## src/rtl/disp_collect_320_if.sv

```systemverilog
// Output stream of disp_collect_320: valid/ready word plus line and frame markers.
interface disp_collect_320_if #(
  parameter int DISP_WIDTH = 7
);
  logic                  out_valid;
  logic                  out_ready;
  logic [DISP_WIDTH-1:0] out_disp;
  logic                  out_conf;
  logic                  out_sol;
  logic                  out_eol;
  logic                  out_sof;
  logic                  out_eof;

  modport master (
    output out_valid, out_disp, out_conf,
    output out_sol, out_eol, out_sof, out_eof,
    input  out_ready
  );

  modport slave (
    input  out_valid, out_disp, out_conf,
    input  out_sol, out_eol, out_sof, out_eof,
    output out_ready
  );
endinterface

```

## src/rtl/disp_collect_320.sv

```systemverilog
// Tags argmin-tree results with position/confidence and buffers them for output.
// Optional frame bad-pixel statistics are enabled with macro DISP_STATS_EN.
module disp_collect_320 #(
  parameter int COST_WIDTH = 7,
  parameter int DISP_WIDTH = 7,
  parameter int NUM_DISP   = 80,
  parameter int IMG_WIDTH  = 320,
  parameter int IMG_HEIGHT = 240,
  parameter int PIPE_LAT   = 7,
  parameter int FIFO_DEPTH = 8
) (
  input  logic                  clk,
  input  logic                  rst,
  input  logic                  in_valid,
  output logic                  argmin_en,
  input  logic [COST_WIDTH-1:0] cost,
  input  logic [DISP_WIDTH-1:0] disp,
  input  logic [COST_WIDTH-1:0] cfg_thresh,
  disp_collect_320_if.master    out
`ifdef DISP_STATS_EN
  ,
  output logic [$clog2(IMG_WIDTH*IMG_HEIGHT+1)-1:0] stat_bad_cnt,
  output logic                                      stat_strobe
`endif
);

  localparam int CNTW = $clog2(FIFO_DEPTH + 1);
  localparam int PW   = $clog2(FIFO_DEPTH);
  localparam int COLW = $clog2(IMG_WIDTH);
  localparam int ROWW = $clog2(IMG_HEIGHT);

  typedef struct packed {
    logic [DISP_WIDTH-1:0] d;
    logic                  conf;
    logic                  sol;
    logic                  eol;
    logic                  sof;
    logic                  eof;
  } word_t;

  logic [PIPE_LAT-1:0] vld_q;
  logic [COLW-1:0]     col_q;
  logic [ROWW-1:0]     row_q;
  logic [PW-1:0]       wr_q;
  logic [PW-1:0]       rd_q;
  logic [CNTW-1:0]     cnt_q;
  word_t               mem_q [FIFO_DEPTH];

  logic  push;
  logic  pop;
  logic  col_last;
  logic  row_last;
  logic  head_vld;
  word_t word_d;
  word_t head;

  // en only depends on the registered count, never on out_ready
  assign argmin_en = (cnt_q != CNTW'(FIFO_DEPTH));
  assign head_vld  = (cnt_q != '0);
  assign push      = argmin_en & vld_q[PIPE_LAT-1];
  assign pop       = head_vld & out.out_ready;
  assign col_last  = (col_q == COLW'(IMG_WIDTH - 1));
  assign row_last  = (row_q == ROWW'(IMG_HEIGHT - 1));

  always_comb begin
    word_d      = '0;
    word_d.conf = (cost <= cfg_thresh) &&
                  (col_q >= COLW'(NUM_DISP - 1));
    word_d.d    = word_d.conf ? disp : '0;
    word_d.sol  = (col_q == '0);
    word_d.eol  = col_last;
    word_d.sof  = (col_q == '0) && (row_q == '0);
    word_d.eof  = col_last && row_last;
  end

  always_ff @(posedge clk or negedge rst) begin
    if (!rst) begin
      vld_q <= '0;
      col_q <= '0;
      row_q <= '0;
      wr_q  <= '0;
      rd_q  <= '0;
      cnt_q <= '0;
    end else begin
      if (argmin_en) begin
        vld_q <= {vld_q[PIPE_LAT-2:0], in_valid};
      end
      if (push) begin
        wr_q <= wr_q + 1'b1;
        if (col_last) begin
          col_q <= '0;
          row_q <= row_last ? '0 : row_q + 1'b1;
        end else begin
          col_q <= col_q + 1'b1;
        end
      end
      if (pop) begin
        rd_q <= rd_q + 1'b1;
      end
      cnt_q <= cnt_q + CNTW'(push) - CNTW'(pop);
    end
  end

  always_ff @(posedge clk) begin
    if (push) begin
      mem_q[wr_q] <= word_d;
    end
  end

  // head word is gated so an empty FIFO presents all zeros
  assign head          = head_vld ? mem_q[rd_q] : '0;
  assign out.out_valid = head_vld;
  assign out.out_disp  = head.d;
  assign out.out_conf  = head.conf;
  assign out.out_sol   = head.sol;
  assign out.out_eol   = head.eol;
  assign out.out_sof   = head.sof;
  assign out.out_eof   = head.eof;

`ifdef DISP_STATS_EN
  localparam int SW = $clog2(IMG_WIDTH*IMG_HEIGHT+1);

  logic [SW-1:0] bad_q;
  logic [SW-1:0] bad_d;
  logic [SW-1:0] stat_q;
  logic          strobe_q;

  assign bad_d = bad_q + SW'(!word_d.conf);

  always_ff @(posedge clk or negedge rst) begin
    if (!rst) begin
      bad_q    <= '0;
      stat_q   <= '0;
      strobe_q <= 1'b0;
    end else begin
      strobe_q <= 1'b0;
      if (push) begin
        if (word_d.eof) begin
          stat_q   <= bad_d;
          strobe_q <= 1'b1;
          bad_q    <= '0;
        end else begin
          bad_q <= bad_d;
        end
      end
    end
  end

  assign stat_bad_cnt = stat_q;
  assign stat_strobe  = strobe_q;
`endif

endmodule

```

## src/flat_wrapper.sv

```systemverilog
// flat-port wrapper written by rule: the top's interface ports become plain ports
module disp_collect_320_flat 
#(
  parameter int COST_WIDTH = 7,
  parameter int DISP_WIDTH = 7,
  parameter int NUM_DISP   = 80,
  parameter int IMG_WIDTH  = 320,
  parameter int IMG_HEIGHT = 240,
  parameter int PIPE_LAT   = 7,
  parameter int FIFO_DEPTH = 8
)
  (clk, rst, in_valid, argmin_en, cost, disp, cfg_thresh, out_out_valid, out_out_disp, out_out_conf, out_out_sol, out_out_eol, out_out_sof, out_out_eof, out_out_ready);
  disp_collect_320_if #(.DISP_WIDTH(DISP_WIDTH)) out_i ();
  input  logic clk;
  input  logic rst;
  input  logic in_valid;
  output logic argmin_en;
  input  logic [COST_WIDTH-1:0] cost;
  input  logic [DISP_WIDTH-1:0] disp;
  input  logic [COST_WIDTH-1:0] cfg_thresh;
  output wire logic [$bits(out_i.out_valid)-1:0] out_out_valid;
  output wire logic [$bits(out_i.out_disp)-1:0] out_out_disp;
  output wire logic [$bits(out_i.out_conf)-1:0] out_out_conf;
  output wire logic [$bits(out_i.out_sol)-1:0] out_out_sol;
  output wire logic [$bits(out_i.out_eol)-1:0] out_out_eol;
  output wire logic [$bits(out_i.out_sof)-1:0] out_out_sof;
  output wire logic [$bits(out_i.out_eof)-1:0] out_out_eof;
  input wire logic [$bits(out_i.out_ready)-1:0] out_out_ready;
  assign out_out_valid = out_i.out_valid;
  assign out_out_disp = out_i.out_disp;
  assign out_out_conf = out_i.out_conf;
  assign out_out_sol = out_i.out_sol;
  assign out_out_eol = out_i.out_eol;
  assign out_out_sof = out_i.out_sof;
  assign out_out_eof = out_i.out_eof;
  assign out_i.out_ready = out_out_ready;
  disp_collect_320 #(.COST_WIDTH(COST_WIDTH), .DISP_WIDTH(DISP_WIDTH), .NUM_DISP(NUM_DISP), .IMG_WIDTH(IMG_WIDTH), .IMG_HEIGHT(IMG_HEIGHT), .PIPE_LAT(PIPE_LAT), .FIFO_DEPTH(FIFO_DEPTH)) u_core (.clk(clk), .rst(rst), .in_valid(in_valid), .argmin_en(argmin_en), .cost(cost), .disp(disp), .cfg_thresh(cfg_thresh), .out(out_i));
endmodule
```

## config.mk

```make
export PLATFORM = sky130hd
export DESIGN_NAME = disp_collect_320_flat
export DESIGN_NICKNAME = d
export VERILOG_FILES = /design/src/rtl/disp_collect_320_if.sv /design/src/rtl/disp_collect_320.sv /design/src/flat_wrapper.sv
export SDC_FILE = /design/constraint.sdc
export NUM_CORES = 1
export LEC_CHECK = 0
export ABC_CLOCK_PERIOD_IN_PS = 5950
export CAP_MARGIN = 25
export CELL_PAD_IN_SITES_DETAIL_PLACEMENT = 1
export CELL_PAD_IN_SITES_GLOBAL_PLACEMENT = 2
export CORE_ASPECT_RATIO = 0.75
export CORE_MARGIN = 2
export CORE_UTILIZATION = 46
export CTS_CLUSTER_SIZE = 12
export DETAILED_ROUTE_END_ITERATION = 10
export GPL_ROUTABILITY_DRIVEN = 0
export HOLD_SLACK_MARGIN = 0.15
export PLACE_DENSITY_LB_ADDON = 0.1
export SYNTH_ARGS = -nofsm -noshare
export SYNTH_HDL_FRONTEND = slang
export SYNTH_SLANG_ARGS = --single-unit
export TNS_END_PERCENT = 50
```

## constraint.sdc

```tcl
create_clock -name clk -period 5.95 [get_ports clk]
set_clock_uncertainty 0.1 [all_clocks]
set_input_delay 0.8925 -clock clk [delete_from_list [all_inputs] [get_ports clk]]
set_output_delay 0.8925 -clock clk [all_outputs]
set_load 0.01 [all_outputs]
```

# == Word-level counts from Yosys, hierarchy flattened ==
# Memories as Yosys holds them, arrays and structs flattened.
# Cells that the tools add are included.
# classes
addsub,6
multipliers,0
div_mod_pow,0
magnitude_cmp,2
n_eq_ne,3
shift,0
n_mux,6
bitwise_logic,2
n_reduce_logical,7
# ops
cell,count
12-bit 2-to-1 mux,1
9-bit by 1-bit adder with 9-bit output (second input constant),1
9-bit equality test (second input constant),1
9-bit by 7-bit greater-or-equal comparator with 1-bit output (second input constant),1
9-bit zero test,1
9-bit 2-to-1 mux,1
8-bit by 1-bit adder with 8-bit output (second input constant),1
8-bit equality test (second input constant),1
8-bit zero test,1
8-bit 2-to-1 mux,1
7-bit less-or-equal comparator,1
7-bit 2-to-1 mux,1
3-bit by 1-bit adder with 3-bit output (second input constant),2
4-bit by 1-bit adder with 4-bit output,1
4-bit != test (second input constant),1
4-bit nonzero test,1
4-bit by 1-bit subtractor with 4-bit output,1
1-bit logical AND,3
1-bit bitwise AND,2
1-bit 2-to-1 mux,2
2-bit AND reduction,1
# totals
register_bits,34
latchBits,0
ramBits,96
mem_bits_ro,0
in_bits,25
output_inout_bits,14
word_cells,33
n_memories,1
# memory_table
name,words,word_bits,read_ports,rd_clocked_by_memory_dff,write_ports,line_no,text
u_core.mem_q,8,12,1,0,1,disp_collect_320.sv:47,word_t mem_q [FIFO_DEPTH];

# == Logic depth before layout (Yosys ltp) ==
# Gate-level depths: netlist of run 1.
# logic_depth
word_depth,4
mapped_depth,11
ltp_nobuf,10

# == Worst setup path after synthesis of run 1 ==
# No wires, ideal clock.
# synth_timing
kind,reg2reg
start,register u_core.cnt_q[2]
end,memory u_core.mem_q[0][0] (netlist name) (enable)
t_arrival_ps,2190
slack_ps,3247
path_stages_with_launch,8
path_buffers,1
cell_sequence,dfrtp_1 > inv_1 > ha_1 > nor3b_2 > inv_2 > nand2_1 > buf_2 > nor4_1
# synth_via
elab_chain_cells,4
# synth_lines
element,line_no,text
from (decl),disp_collect_320.sv:46,logic [CNTW-1:0] cnt_q;
from (signal assigned),disp_collect_320.sv:100,cnt_q <= cnt_q + CNTW'(push) - CNTW'(pop);
4-bit != test,disp_collect_320.sv:58,assign argmin_en = (cnt_q != CNTW'(FIFO_DEPTH));
1-bit bitwise AND,disp_collect_320.sv:60,assign push = argmin_en & vld_q[PIPE_LAT-1];
1-bit 2-to-1 mux,disp_collect_320.sv:105,if (push) begin
1-bit 2-to-1 mux (implied by the code),disp_collect_320.sv:106,mem_q[wr_q] <= word_d;
to (decl),disp_collect_320.sv:47,
# No other way between the ends.

# == Worst setup path in the final report of run 1 ==
# layout_timing
start,register u_core.rd_q[0]
end,output out_out_sof
# layout_via
elab_chain_cells,2
# layout_lines
element,line_no,text
from (decl),disp_collect_320.sv:45,logic [PW-1:0] rd_q;
from (signal assigned),disp_collect_320.sv:98,rd_q <= rd_q + 1'b1;
memory read 8 x 12 bit,n/a,
12-bit 2-to-1 mux,disp_collect_320.sv:111,assign head = head_vld ? mem_q[rd_q] : '0;
to (decl),flat_wrapper.sv:26,output wire logic [$bits(out_i.out_sof)-1:0] out_out_sof;
# No other way between the ends.

==> metrics.md, run 1 <==
| Metric | Value |
|---|---|
| Worst-Margin Slew | 0.8778 ns |
| Routed WL | 12080 µm |
| Post-synth top flop | edfxtp_1 |
| CP endpoint kind | output pin |
| Startpoint Class | register |
| Number of synthesized flops with an enable pin | 96 |
| Clock Power Share | 31.8% |
| Fmax | approximately 250 MHz |
| Inst Count DP | 586 |
| Yosys reg bits | 130 |
| DRC | 0 |
| Pwr Density | 508.2 nW/µm² |
| Initial antenna violation count | 0 |
| Area contributors post-synth | edfxtp_1, dfrtp_1, mux4_2 |
| Capturing point of the worst reg2reg path | u_core.cnt_q[3]$_DFF_PN0_ |
| # nets final | 484 |
| WP data arrival | 3.03 ns |
| Maxcap violations | 0 |
| Final Hold Viols | 0 |
| Internal power | 2.501 mW |
| First-pass iteration count of the detailed router | 4 |
| Sequential share of the synthesized area | about two thirds |
| Layout cells sized above 1 | around a fifth |
| RR Startpoint | u_core.cnt_q[2]$_DFF_PN0_ |
| Clock network latency to the later pin of the worst-skew pair | roughly 0.40 ns |
| Wirelength per Cell | 19.55 µm |
| Outcome | completed |
| Synth top area share | 50.19% |
| CTS tree | yes |
| Initial Util | 47.01% |
| PostCTS Resize Cnt | 0 |
| Psw | 1.089 mW |
| M1 GR Usage | 28.92% |
| Yosys top cell by area | edfxtp_1 |
| Clk buf depth | 2 |
| # H-tree levels | 4 |
| # fillers | 1142 |
| CTS Buf Count | 17 |
| Switch share | 30.34% |
| Chip width | 133.0 µm |
| Row cnt | 35 |
| Clock slew at reported path FFs | 0.06 ns |
| Diode count | 0 |
| Asr flop ratio synth | 26.15% |
| Minimum clock period | 4.020 ns |
| Final Cycle Share | approximately 68% |
| Setup TNS | 0 ns |
| Most frequent cells in the layout | edfxtp_1, clkdlybuf4s50_1, dfrtp_1, nor2_1, inv_1 |
| Area grow syn2layout | 22.96% |
| Core area | 12220 µm² |
| Synth unique cells | 49 |
| Die Footprint | approximately 13000 µm² |
| Slowest stage delay, CP | 0.86 ns |
| PortBufs | 38 |
| CP Class | register to output pin |
| Hold Crit Start | u_core.vld_q[5]$_DFFE_PN0N_ |
| Unrepaired setup endpoints after global routing | false |
| I/O Pins | 39 |
| Cts hold-fix bufs | 0 |
| Worst path required time | 4.96 ns |
| Synth warn | 0 |
| Final Instance Count excl. Fillers | 618 |
| Post-Synthesis Cells | 383 |
| Clock sink count | 130 |
| Grt met2 use | 30.13% |
| DR vias | between 3k and 4k |
| CP max-delay cell | dfrtp_1 |
| Post-DP HPWL | 7866 µm |
| Grt ovf | 0 |
| Max Slew Vio Count | 0 |
| Hold path endpoint | u_core.vld_q[6]$_DFFE_PN0N_ |
| Commonest non-fill, non-tap cell in the layout | edfxtp_1 |
| Gate power share | 30.0% |
| Most Used Layer, Global Route | met2 |
| Hold depth | 2 |
| Crit-path cells | buf_4 > mux4_2 > mux2i_1 > nor2_1 > clkdlybuf4s50_1 |
| Slew headroom | about two fifths |
| Vias in the first global route | 3503 |
| Crit-path max FO | 14 |
| Setup-failing EPs final | 0 |
| R2r setup slk | 3.12 ns |
| Largest net degree at the start of global routing | 35 |
| Overall Global Routing Usage | 19.81% |
| DIE HEIGHT | 100.8 µm |
| Syn avg cell area | 15.00 µm² |
| Mapped cell area | 5744 µm² |
| Synthesized Nets | 428 |
| Via density | 5.421 |
| Seq pwr share | a little under two fifths |
| First-pass GRT wire length | 19560 µm |
| Initial DRC count | ~260 |
| Setup bufs post-CTS | 0 |
| Worst Hold Class | register to register |
| Worst R2R Path Depth | 10 |
| Post-DRT Antenna Nets | 0 |
| Met3 global-route usage | 5.530% |
| CTS root buffer | clkbuf_16 |
| Lkg Pwr | 2.637 nW |
| Maximum resistive drop on vdd | approximately 0.24 mV |
==> flip-flops by register name, indices dropped and copies added (netlist names) <==
register	count
u_core.cnt_q	4
u_core.col_q	9
u_core.mem_q	96
u_core.rd_q	3
u_core.row_q	8
u_core.vld_q	7
u_core.wr_q	3
==> cell usage after synthesis (2+ instances only) <==
master / n
mux2_2: 9
inv_1: 30
nand3_1: 10
or3_1: 3
or4_1: 3
xnor2_1: 8
mux2i_1: 12
edfxtp_1: 96
buf_2: 4
nor4_1: 3
nand2_1: 28
and3_1: 2
nor2_1: 31
clkbuf_2: 2
buf_1: 3
buf_4: 2
dfrtp_1: 34
o21ai_0: 12
o31ai_1: 2
a21oi_1: 10
xor2_1: 3
clkbuf_1: 2
mux4_2: 24
nand4_1: 3
ha_1: 19
nand2b_1: 2
nor3_1: 4
==> worst max-delay path by stage <==
stage	start	end	slack, ns	cells past startpoint
floorplan	u_core.cnt_q[2]$_DFF_PN0_	u_core.mem_q[0][0]$_DFFE_PP_	3.25	7
global route	u_core.rd_q[0]$_DFFE_PN0P_	out_out_sof	1.67	5
detailed placement	u_core.rd_q[0]$_DFFE_PN0P_	out_out_sof	2.26	5
global placement	u_core.rd_q[0]$_DFFE_PN0P_	out_out_sof	2.26	5
CTS	u_core.rd_q[0]$_DFFE_PN0P_	out_out_sof	1.81	5
finish	u_core.rd_q[0]$_DFFE_PN0P_	out_out_sof	1.93	5
==> worst max-delay path, delay by kind of cell (launching register included) <==
kind / cells / cell delay [ns]
buffers and inverters: 2 / 0.90
and+or+nand+nor: 1 / 0.07
DFF: 1 / 0.86
muxes: 2 / 0.78
==> layout make-up <==
class	count	area [µm²]	area share, %
clock buffers	17	425.4	6.023
clock inverters	15	227.7	3.224
repair buffers	51	501.7	7.104
inverters	31	116.4	1.647
flip-flops and latches	130	3734	52.86
multi-input cells	208	1851	26.20
well taps	166	207.7	2.941
==> logic make-up after synthesis <==
logic type | after synthesis | share of synthesized area, %
flip-flops | 130 | 65.00
XOR/XNOR | 11 | 1.677
AND/OR/NAND/NOR | 101 | 9.018
buffers and inverters | 45 | 3.333
AO/OA/AOI/OAI | 31 | 3.224
multiplexers | 45 | 13.27
adder cells (fa/ha/maj) | 20 | 4.487
==> routing by layer <==
metal	wire (µm)	vias up
li1	-	1539
met1	5963	1757
met2	5694	52
met3	392	2
met4	29	0
met5	0	-
==> power by group through the flow <==
stage	clock network (mW)	registers (mW)	logic (mW)
final	1.14	1.37	1.08
after global routing	1.20	1.40	1.18
after CTS	1.16	1.38	1.10
after detailed placement	0	1.39	1.09
after global placement	0	1.40	1.01
after floorplan	0	1.28	0.741
==> per-stage QoR <==
| stage | total power, mW | hold WS, ns | utilization, % | setup WS, ns | instance area [µm²] |
|---|---|---|---|---|---|
| after floorplan | 2.017 | 0.3444 | - | 3.247 | 5744 |
| after global placement | 2.411 | 0.3511 | 52.15 | 2.255 | 6371 |
| after detailed placement | 2.474 | 0.3722 | 52.46 | 2.256 | 6410 |
| after CTS | 3.643 | 0.3853 | 57.81 | 1.813 | 7063 |
| after global routing | 3.790 | 0.4220 | 57.81 | 1.670 | 7063 |
| final | 3.590 | 0.3770 | 57.81 | 1.930 | 7063 |
(Power assumes the default switching activity.)
==> inputs of run 2 (changes only) <==
--- a/config.mk
+++ b/config.mk
@@ -5,13 +5,13 @@
 export SDC_FILE = /design/constraint.sdc
 export NUM_CORES = 1
 export LEC_CHECK = 0
-export ABC_CLOCK_PERIOD_IN_PS = 5950
+export ABC_CLOCK_PERIOD_IN_PS = 3600
 export CAP_MARGIN = 25
 export CELL_PAD_IN_SITES_DETAIL_PLACEMENT = 1
 export CELL_PAD_IN_SITES_GLOBAL_PLACEMENT = 2
 export CORE_ASPECT_RATIO = 0.75
 export CORE_MARGIN = 2
-export CORE_UTILIZATION = 46
+export CORE_UTILIZATION = 39
 export CTS_CLUSTER_SIZE = 12
 export DETAILED_ROUTE_END_ITERATION = 10
 export GPL_ROUTABILITY_DRIVEN = 0
==> constraint.sdc (replaced) <==
create_clock -name clk -period 3.6 [get_ports clk]
set_clock_uncertainty 0.1 [all_clocks]
set_input_delay 0.54 -clock clk [delete_from_list [all_inputs] [get_ports clk]]
set_output_delay 0.54 -clock clk [all_outputs]
set_load 0.01 [all_outputs]
==> metrics.md, run 2 (synthesis gave the netlist of run 1 again) <==
| Metric | Value |
|---|---|
| Worst slack, placed | 0.8339 ns |
| Clock sink count | 130 |
| Gate power share | 32.5% |
| Setup TNS | 0 ns |
| Pwr Density | 814.0 nW/µm² |
| First-pass GRT wire length | 19740 µm |
| Top Registers | u_core.mem_q (96), u_core.col_q (9), u_core.row_q (8) |
| Clock slew at reported path FFs | 0.06 ns |
| CP endpoint kind | output pin |
| Unrepaired setup endpoints after global routing | false |
| Highest metal used | met4 |
| Initial DRC count | 209 |
| Psw | roughly 1.8 mW |
| Largest Register | u_core.mem_q |
| Seq pwr share | 37.7% |
| Post-DRT Antenna Nets | 0 |
| I/O Pins | 39 |
| Internal power | roughly 4 mW |
| Core area | 14410 µm² |
| Wirelength per Cell | about 19 µm |
| Initial antenna violation count | 0 |
| Multi-input logic area | around 1900 µm² |
| DR vias | 3327 |
| R2r setup slk | 1.04 ns |
| Met3 wire length | 431 µm |
| Worst path required time | 2.96 ns |
| RR Startpoint | u_core.cnt_q[2]$_DFF_PN0_ |
| Most frequent cells in the layout | edfxtp_1, clkdlybuf4s50_1, dfrtp_1, nor2_1, inv_1 |
| Total area of sequential cells | 3734 µm² |
| Lkg Pwr | 2.630 nW |
| Maxcap violations | 0 |
| Crit-path max FO | 26 |
| Row cnt | 38 |
| Chip width | 144.1 µm |
| CP Class | register to output pin |
| Minimum clock period | 3.021 ns |
| Met1 Wirelength | 5944 µm |
| Core Util, Final | 49.23% |
| WP data arrival | 2.38 ns |
| Grt ovf | 0 |
| Startpoint Class | register |
| Setup bufs post-CTS | 0 |
| Final Hold Viols | 0 |
| Capturing point of the worst reg2reg path | u_core.cnt_q[1]$_DFF_PN0_ |
| Initial Util | between 30% and 40% |
| Final Cycle Share | 83.93% |
| # fillers | roughly 1.5k |
| Area grow syn2layout | 23.46% |
| DRC | 0 |
| Overall Global Routing Usage | 17.64% |
| Switch share | 30.90% |
| # H-tree levels | 4 |
| Worst Setup Slack, final | 0.5786 ns |
| PostCTS Resize Cnt | 0 |
| Vias in the first global route | around 3.6k |
| Slew headroom | 66.80% |
| DIE HEIGHT | 109.1 µm |
| Maximum resistive drop on vdd | 0.3915 mV |
| Clk buf depth | 2 |
| CTS Buf Count | 17 |
| CTS root buffer | clkbuf_16 |
| Worst R2R Path Depth | 11 |
| Commonest non-fill, non-tap cell in the layout | edfxtp_1 |
| Diode count | 0 |
| Clock network latency to the later pin of the worst-skew pair | approximately 0.42 ns |
| Setup-failing EPs final | 0 |
| CTS tree | yes |
| Worst-Margin Slew | 0.4980 ns |
| Largest register FFs | 96 |
| Met2 routed WL | 5648 µm |
| Routed WL | about 12000 µm |
| Via density | 5.064 |
| Layout cells sized above 1 | about a fifth |
| Max Slew Vio Count | 0 |
| Post-DP HPWL | 8013 µm |
| # nets final | 489 |
| Die Footprint | 15730 µm² |
| Largest net degree at the start of global routing | 27 |
| Cts hold-fix bufs | 0 |
| Outcome | completed |
| Fmax | between 300 and 400 MHz |
| Clock Power Share | 29.8% |
| First-pass iteration count of the detailed router | 4 |
| Worst Hold Class | primary input to asynchronous set/reset pin |
| Total Power | between 5 and 6 mW |
| PortBufs | 38 |
run 2: cell types whose count changed in the layout (fill, tap and decap cells not counted):
| cell | delta |
|---|---|
| clkinvlp_4 | +2 |
| buf_6 | -1 |
| bufinv_16 | -2 |
| clkbuf_1 | +2 |
| buf_4 | +5 |
| inv_6 | -3 |
| buf_12 | +1 |
| clkinv_1 | +1 |
run 2: cell type report:
cell class | count | share of cell area [%]
Sequential cell | 130 | 52.65
Multi-Input combinational cell | 208 | 26.09
Timing Repair Buffer | 56 | 7.728
Clock buffer | 19 | 6.104
Tap cell | 200 | 3.529
Clock inverter | 13 | 2.258
Inverter | 31 | 1.641
run 2: routing by layer:
metal,vias to the layer above,global-route usage [%]
met3,10,5.182
met5,-,0
met2,51,26.87
met4,0,6.519
met1,1714,24.22
li1,1552,-
run 2: worst max-delay path: stages (launching register included):
cell and delay (ns):
dfrtp_1 0.37, buf_12 0.24, mux4_2 0.53, mux2i_1 0.26
nor2_1 0.07, clkdlybuf4s50_1 0.48
run 2: power groups by stage:
| stage | Sequential (mW) | Clock (mW) | Combinational (mW) |
|---|---|---|---|
| 3_3_place_gp | 2.19 | 0 | 1.88 |
| 3_5_place_dp | 2.21 | 0 | 1.90 |
| 4_1_cts | 2.18 | 1.75 | 1.93 |
| 5_1_grt | 2.22 | 1.81 | 2.08 |
| 6_report | 2.18 | 1.72 | 1.88 |
| 2_1_floorplan | 2.11 | 0 | 1.22 |
run 2: worst max-delay path by stage:
stage                                               to  slack [ns]                        from  depth (start not counted)
after floorplan           u_core.mem_q[0][0]$_DFFE_PP_        0.90   u_core.cnt_q[2]$_DFF_PN0_                          7
after global placement    u_core.mem_q[1][6]$_DFFE_PP_        0.94               cfg_thresh[2]                          7
after detailed placement  u_core.mem_q[4][7]$_DFFE_PP_        0.83               cfg_thresh[2]                          7
after CTS                                  out_out_sof        0.52  u_core.rd_q[0]$_DFFE_PN0P_                          5
after global routing                       out_out_sof        0.46  u_core.rd_q[0]$_DFFE_PN0P_                          5
final                                      out_out_sof        0.58  u_core.rd_q[0]$_DFFE_PN0P_                          5
run 2: metrics by stage:
stage,instances,area [µm²],hold slack [ns]
global route,657,7092,0.3265
detailed placement,625,6499,0.3951
finish,657,7092,0.3142
global placement,624,6471,0.3839
floorplan,383,5744,0.1444
CTS,657,7092,0.3134
==> inputs of run 3 (changes only) <==
--- a/config.mk
+++ b/config.mk
@@ -5,7 +5,7 @@
 export SDC_FILE = /design/constraint.sdc
 export NUM_CORES = 1
 export LEC_CHECK = 0
-export ABC_CLOCK_PERIOD_IN_PS = 3600
+export ABC_CLOCK_PERIOD_IN_PS = 2700
 export CAP_MARGIN = 25
 export CELL_PAD_IN_SITES_DETAIL_PLACEMENT = 1
 export CELL_PAD_IN_SITES_GLOBAL_PLACEMENT = 2
==> constraint.sdc (replaced) <==
create_clock -name clk -period 2.7 [get_ports clk]
set_clock_uncertainty 0.1 [all_clocks]
set_input_delay 0.405 -clock clk [delete_from_list [all_inputs] [get_ports clk]]
set_output_delay 0.405 -clock clk [all_outputs]
set_load 0.01 [all_outputs]
==> metrics.md, run 3 (synthesis gave the netlist of run 1 again) <==
| Metric | Value |
|---|---|
| Setup TNS | 0 ns |
| Largest register FFs | 96 |
| # H-tree levels | 4 |
| Grt ovf | 0 |
| DR vias | 3341 |
| Slew headroom | 67.50% |
| Largest Register | u_core.mem_q |
| Inst Count DP | 623 |
| Clock sink count | between 100 and 150 |
| Crit-path max FO | 9 |
| PortBufs | 38 |
| Outcome | completed |
| Fmax | 380.8 MHz |
| Largest net degree at the start of global routing | 35 |
| Area grow syn2layout | 24.16% |
| Clock slew at reported path FFs | 0.06 ns |
| Worst-Margin Slew | 0.4857 ns |
| Die Footprint | 15730 µm² |
| Final Instance Count excl. Fillers | about 660 |
| CP max-delay cell | mux4_2 |
| Startpoint Class | register |
| Lkg Pwr | 2.665 nW |
| Chip width | 144.1 µm |
| Top cell by count, worst path | buf_12 |
| Final Hold Viols | 0 |
| Setup-failing EPs final | 0 |
| Post-DP Area | 6476 µm² |
| Worst path required time | between 2 and 2.5 ns |
| Initial DRC count | just under 200 |
| # fillers | 1427 |
| Clock network latency to the later pin of the worst-skew pair | 0.42 ns |
| Post-DRT Antenna Nets | 0 |
| Total Power | 7.626 mW |
| Worst Hold Class | primary input to asynchronous set/reset pin |
| DIE HEIGHT | 109.1 µm |
| Initial antenna violation count | 0 |
| CTS root buffer | clkbuf_16 |
| CTS tree | yes |
| Maxcap violations | 0 |
| Core area | 14410 µm² |
| Core Util, Final | 49.50% |
| Minimum clock period | 2.626 ns |
| First-pass iteration count of the detailed router | 5 |
| Pwr Density | 1069 nW/µm² |
| Row cnt | 38 |
| Final Cycle Share | 97.25% |
| Final instance area | 7132 µm² |
| Wirelength per Cell | ~18 µm |
| Vias in the first global route | 3526 |
| # nets final | 496 |
| CP endpoint kind | output pin |
| Slowest stage delay, CP | 0.50 ns |
| Initial Util | 39.87% |
| I/O Pins | 39 |
| CTS Buf Count | 17 |
| Via density | 5.032 |
| First-pass GRT wire length | 19330 µm |
| WP data arrival | roughly 2.1 ns |
| Multi-input logic area | 1858 µm² |
| Top Registers | u_core.mem_q (96), u_core.col_q (9), u_core.row_q (8) |
| Clk buf depth | 2 |
| Commonest non-fill, non-tap cell in the layout | edfxtp_1 |
| CP Class | register to output pin |
| Crit-path cells | buf_12 > buf_12 > mux4_2 > mux2i_2 > nor2_1 > dlygate4sd2_1 |
| Total area of sequential cells | 3735 µm² |
| Maximum resistive drop on vdd | 0.5394 mV |
| Layout cells sized above 1 | a little under a quarter |
| Max Slew Vio Count | 0 |
| Post-DP HPWL | around 8000 µm |
| Most frequent cells in the layout | edfxtp_1, dfrtp_1, nor2_1, inv_1, nand2_1 |
| Overall Global Routing Usage | 17.16% |
| Diode count | 0 |
| Routed WL | 12260 µm |
| DRC | 0 |
## run 3: cell count changes in the layout (fill, tap and decap cells not counted), sizes merged
| cell | before | now |
|---|---|---|
| dlygate4sd2 | 0 | 9 |
| buf | 18 | 25 |
| clkdlybuf4s15 | 0 | 3 |
| clkinv | 5 | 8 |
| clkdlybuf4s50 | 38 | 26 |
| clkbuf | 19 | 17 |
| inv | 32 | 31 |
| bufinv | 3 | 1 |
| clkinvlp | 4 | 6 |
## run 3: worst max-delay path, delay by kind of cell, from the launching register on
family | cells | cell delay, ns
multiplexers | 2 | 0.71
flip-flops | 1 | 0.40
buffers and inverters | 3 | 0.53
AND/OR/NAND/NOR | 1 | 0.06
## run 3: area by class of cell
cell class,instances,area share [%]
sequential,130,52.37
multi-input combinational,208,26.05
timing repair buffer,63,8.789
clock buffer,17,5.965
tap,200,3.509
clock inverter,15,1.684
inverter,31,1.632
## run 3: metrics by stage
step / hold slack [ns] / setup WS [ns]
after global routing: 0.3406 / -0.02770
after global placement: 0.3699 / 0.1968
after detailed placement: 0.3842 / 0.1096
after floorplan: 0.009409 / 0.08164
after CTS: 0.3080 / 0.01102
final: 0.3050 / 0.07426
## run 3: worst paths after layout
| check | startpoint | endpoint | slack, ns | cells after the start |
|---|---|---|---|---|
| min in group clk | u_core.vld_q[4]$_DFFE_PN0N_ | u_core.vld_q[5]$_DFFE_PN0N_ | 0.41 | 1 |
| worst max-delay path | u_core.rd_q[0]$_DFFE_PN0P_ | out_out_sof | 0.07 | 6 |
| max in group asynchronous | rst | u_core.rd_q[0]$_DFFE_PN0P_ | 1.86 | 2 |
| worst min-delay path | rst | u_core.cnt_q[3]$_DFF_PN0_ | 0.30 | 2 |
| worst min register to register | u_core.vld_q[4]$_DFFE_PN0N_ | u_core.vld_q[5]$_DFFE_PN0N_ | 0.41 | 1 |
| worst max register to register | u_core.cnt_q[2]$_DFF_PN0_ | u_core.cnt_q[2]$_DFF_PN0_ | 0.36 | 10 |
## run 3: where the power goes
group | total (mW) | internal [mW] | switching [mW]
Sequential | 2.89 | 2.62 | 0.276
Clock | 2.09 | 1.25 | 0.846
Combinational | 2.64 | 1.33 | 1.31
Total | 7.63 | 5.19 | 2.43
## run 3: repair_timing
item,in CTS,in global routing
hold buffers,0,0
hold endpoints to repair,0,0
gates cloned,1,0
resized for setup,16,3
setup buffers,3,5
setup endpoints to repair,12,3
## run 3: layer usage
metal  routed length (µm)  share of wire [%]  track usage, %
met2                 5560                 45           25.85
met5                    0                  0               0
met1                 6164                 50           24.31
met4                  110               0.90           6.172
met3                  422                3.4           4.392
